File: src/rtl/prod_accum.sv
// rtl/prod_accum.sv - frame accumulator of unsigned product words with saturating sum
module prod_accum #(
    parameter int DW = 32,
    parameter int AW = 36
) (
    input  logic          clk,
    input  logic          rst,
    input  logic          in_valid,
    output logic          in_ready,
    input  logic [DW-1:0] in_data,
    input  logic [3:0]    cfg_len,
    output logic          out_valid,
    input  logic          out_ready,
    output logic [AW-1:0] out_sum,
    output logic          out_ovf
);

    localparam logic [1:0] IDLE = 2'd0;
    localparam logic [1:0] ACC  = 2'd1;
    localparam logic [1:0] DONE = 2'd2;

    localparam logic [AW-1:0] ACC_MAX = {AW{1'b1}};

    logic [1:0]    state;
    logic [AW-1:0] acc;
    logic [4:0]    cnt;
    logic [4:0]    len;
    logic          ovf;

    logic          beat;
    logic [4:0]    len_new;
    logic [4:0]    cnt_nxt;
    logic [AW:0]   sum;

    // Handshake and next-value helpers; ready depends only on registered state
    always_comb begin
        in_ready = 1'b0;
        if (!rst && (state == IDLE || state == ACC))
            in_ready = 1'b1;
        beat    = in_valid && in_ready;
        len_new = (cfg_len == 4'd0) ? 5'd16 : {1'b0, cfg_len};
        cnt_nxt = cnt + 5'd1;
        sum     = {1'b0, acc} + {{(AW + 1 - DW){1'b0}}, in_data};
    end

    // Result outputs are only exposed while a frame is pending in DONE
    always_comb begin
        out_valid = (state == DONE);
        out_sum   = (state == DONE) ? acc : '0;
        out_ovf   = (state == DONE) ? ovf : 1'b0;
    end

    // Frame FSM, accumulator, beat counter and latched frame length
    always_ff @(posedge clk or posedge rst) begin
        if (rst) begin
            state <= IDLE;
            acc   <= '0;
            cnt   <= 5'd0;
            len   <= 5'd16;
            ovf   <= 1'b0;
        end else begin
            case (state)
                IDLE: begin
                    if (beat) begin
                        len   <= len_new;
                        acc   <= in_data;
                        cnt   <= 5'd1;
                        ovf   <= 1'b0;
                        state <= (len_new == 5'd1) ? DONE : ACC;
                    end
                end
                ACC: begin
                    if (beat) begin
                        if (sum[AW]) begin
                            acc <= ACC_MAX;
                            ovf <= 1'b1;
                        end else begin
                            acc <= sum[AW-1:0];
                        end
                        cnt <= cnt_nxt;
                        if (cnt_nxt == len)
                            state <= DONE;
                    end
                end
                DONE: begin
                    if (out_ready)
                        state <= IDLE;
                end
                default: state <= IDLE;
            endcase
        end
    end

endmodule

File: config.mk
export PLATFORM = sky130hd
export DESIGN_NAME = prod_accum
export DESIGN_NICKNAME = d
export VERILOG_FILES = /design/src/rtl/prod_accum.sv
export SDC_FILE = /design/constraint.sdc
export NUM_CORES = 1
export LEC_CHECK = 0
export ABC_AREA = 1
export CAP_MARGIN = 20
export CORE_MARGIN = 3
export CORE_UTILIZATION = 55
export DETAILED_ROUTE_END_ITERATION = 10
export DONT_BUFFER_PORTS = 1
export HOLD_SLACK_MARGIN = 0.02
export PLACE_DENSITY = 0.71
export SLEW_MARGIN = 30
export SYNTH_ARGS = -nofsm -noshare
export SYNTH_HDL_FRONTEND = slang
export SYNTH_SLANG_ARGS = --single-unit
File: constraint.sdc
create_clock -name clk -period 2.1 [get_ports clk]
set_clock_uncertainty 0.05 [all_clocks]
set_input_delay 0.42 -clock clk [delete_from_list [all_inputs] [get_ports clk]]
set_output_delay 0.42 -clock clk [all_outputs]
set_load 0.02 [all_outputs]
==> impl_metrics.csv <==
group,metric,value,unit
clock_tree,path_clk_slew,110,ps
sta,worstMarginPinSlew,594,ps
status,violations,"negative setup slack",
synth,yosysSeqAreaShare,23.5,%
clock_tree,cts_sinks,49,
global_routing,grt_overflow,0,
critical_path,start_kind,"flip-flop",
drt,route.detailed.drc,0,
sta,period_needed,2260,ps
clock_tree,clk_path_buf_depth,2,
power,leakagePower,4.00,nW
power,seqPwrFrac,16.4,%
synth,synth_compound_gate_area_share,9.14,%
worst_hold_path,hold_end,"len[2]",
global_routing,grt_pass1_vias,5874,
final_layout,fin_cells,1193,
synth,yosys_warnings,0,
placed_design,numPortBuffers,0,
critical_path,cp_max_fo,5,
clock_tree,cts_tree,"yes",
final_layout,drive_gt1_share,25.6,%
status,outcome,"complete, but fails checks",
drt,viasPerCell,5.24,
power,worst_ir_drop_vdd,1590,uV
die,coreArea,8980,sq um
placed_design,gp_congestion,1.02,
synth,synth_area,5230,sq um
sta,whs,165,ps
power,clockPowerShare,6.1,%
final_layout,final_common_cell,"nand2_1",
synth,ys_types,33,
sta,maxSlewHeadroom,60.3,%
synth,synth_fa_ha_area_share,8.28,%
die,dieArea,10700,sq um
synth,synth_nets,992,
die,rows,34,
run,max-cap-violations,0,
synth,syn_avg_cell_area,5.70,sq um
sta,timing.final.ws_setup,-164,ps
drt,routed_wl,17900,microns
global_routing,antenna_found_initial,0,
sta,hold_viol,0,
final_layout,n_antenna_cell,0,
critical_path,reg2reg_depth,15,
power,p_switching,5.48,mW
drt,ant_nets,0,
final_layout,layout_common_cells,"nand2_1 (321), buf_4 (149), inv_1 (143)",
critical_path,rr_endpoint,"acc[15]",
power,internal_power,5.08,mW
clock_tree,h-tree-depth,2,
placed_design,hpwl,13600,microns
synth,muxShareOfSynthArea,0,%
power,switching_share,51.9,%
clock_tree,cts_root_buf,"clkbuf_8",
drt,dr.pass1.iters,5,
global_routing,grt_usage,32.1,%
critical_path,arrival,2430,ps
die,die_y,104,microns
synth,synthXorXnorAreaFrac,3.69,%
synth,ys_seq_elements,49,
placed_design,dp.cells,1171,
sta,setup_viol,34,
die,start_util,58.3,%
global_routing,grt_max_degree,38,
synth,yosys.area_share.simple,43.1,%
clock_tree,clkLatencyLatePin,320,ps
worst_hold_path,min_path_type,"in2reg",
critical_path,r2r-start,"acc[0]",
power,combPwrFrac,77.5,%
die,pin_count,79,
power,pwr_density_cell,1490,nW/um^2
critical_path,worstPathRequired,2270,ps
sta,final-max-slew-violation-count,0,
global_routing,grt_pass1_wl,28600,microns
final_layout,final_nets,1140,
sta,clock.fmax,442,MHz
sta,rsz0062_at_grt,"true",
synth,synthCells,918,
synth,synth_top_family_by_area,"simple AND/OR/NAND/NOR gates",
final_layout,syn_to_final_growth,36.0,%
sta,post-route-period-util,108,%
critical_path,rrSetupSlack,-160,ps
critical_path,end_kind,"flip-flop",
die,die_x,104,microns
critical_path,criticalPathCategory,"reg2reg",
drt,avgRoutedWirePerCell,15.0,microns
drt,num_vias,6256,
clock_tree,numCtsBuffers,5,
worst_hold_path,hold_path_startpoint,"cfg_len[2]",
worst_hold_path,min_path_cells,2,
drt,drtIter0Drc,482,
-- power by group through the flow --
stage	clock, mW	sequential, mW	combinational [mW]
2_1_floorplan	0	1.63	4.27
3_3_place_gp	0	1.67	6.80
3_5_place_dp	0	1.70	6.97
4_1_cts	0.652	1.70	7.40
5_1_grt	0.689	1.79	8.99
6_report	0.641	1.74	8.19
-- cells in the mapped netlist --
library cell,number,area (sq um)
nand3b_1,9,67.6
clkbuf_1,14,52.6
inv_1,146,548
a21oi_2,1,8.76
a32o_1,1,10.0
and3_1,1,6.26
xor2_1,18,158
xnor2_1,4,35.0
dfrtp_1,48,1200
o21bai_1,6,45.0
o21ai_0,34,170
nand2_1,342,1280
buf_8,1,15.0
or2_0,1,6.26
nand2_2,7,43.8
nand2_4,2,22.5
nor3_1,6,30.0
o21ai_1,19,95.1
fa_1,1,20.0
nor2_1,149,559
dfstp_2,1,26.3
nor3b_1,1,7.51
nor3_2,2,20.0
nand4_1,3,18.8
ha_1,33,413
inv_6,1,8.76
buf_2,2,10.0
o22ai_1,3,18.8
a21oi_1,26,130
nand3_1,33,165
nand3_2,1,10.0
buf_6,1,11.3
nor2_4,1,11.3
-- worst max-delay path by stage --
stage / start / cells past startpoint / endpoint
after floorplan: in_data[0] / 17 / acc[29]
after global placement: in_data[0] / 16 / acc[31]
after detailed placement: in_data[23] / 13 / acc[22]
after CTS: acc[0] / 16 / acc[22]
after global routing: acc[0] / 14 / acc[22]
final: acc[0] / 15 / acc[15]
-- state kept, by name (all words and copies together), names as in the netlist --
name,count
acc,36
cnt,5
len,5
state,2
ovf,1
-- final cells by class --
cell class,count,area [sq um]
Clock inverter,3,28.8
Fill cell,686,1860
Clock buffer,5,68.8
Timing Repair inverter,1,11.3
Sequential cell,49,1230
Tap cell,126,158
Multi-Input combinational cell,707,3840
Inverter,147,564
Timing Repair Buffer,155,1210
-- logic make-up (layout without fill, tap and decap cells) --
family | count (synthesis) | after routing
DFF | 49 | 49
and+or+nand+nor | 558 | 561
AOI/OAI and AO/OA | 90 | 90
adders and majority gates | 34 | 34
xor gates and xnor gates | 22 | 22
buffers and inverters | 165 | 311
-- metal layers --
layer	GRT usage (%)	routed length, microns
met5	0	0
met4	6.55	286
met3	4.91	1350
met2	54.2	8400
met1	44.0	7890
-- worst max-delay path, stage by stage, from the launching register on --
cell and delay [ps]:
dfrtp_1 430, ha_4 180, fa_2 410, nand2_1 90, nand3_2 70, nand3_2 70
nand2_2 60, nand2_2 60, nand2_2 70, nand2_2 80, nand2_4 70, nand2_8 110
buf_4 150, nand2_8 70, nor2_1 120, o21ai_1 60
-- what timing repair did --
action / CTS / global route
cloned: 3 / 1
hold endpoints to repair: 8 / 0
setup buffers: 2 / 8
hold buffers: 1 / 0
pin swaps: 6 / 13
endpoints found under the setup margin: 39 / 48
resized for setup: 42 / 69
-- through the flow --
stage,setup WS (ps),setup TNS [ps],utilization [%],power [mW],cell area (sq um)
finish,-164,-4240,79.2,10.6,7110
global route,-260,-7190,79.2,11.5,7110
CTS,-92.9,-1300,75.1,9.75,6740
detailed placement,-261,-5800,71.4,8.66,6410
global placement,-172,-3770,71.4,8.47,6410
floorplan,-25.8,-209,-,5.90,5250
Note: power is estimated with default switching activity, not from simulation.
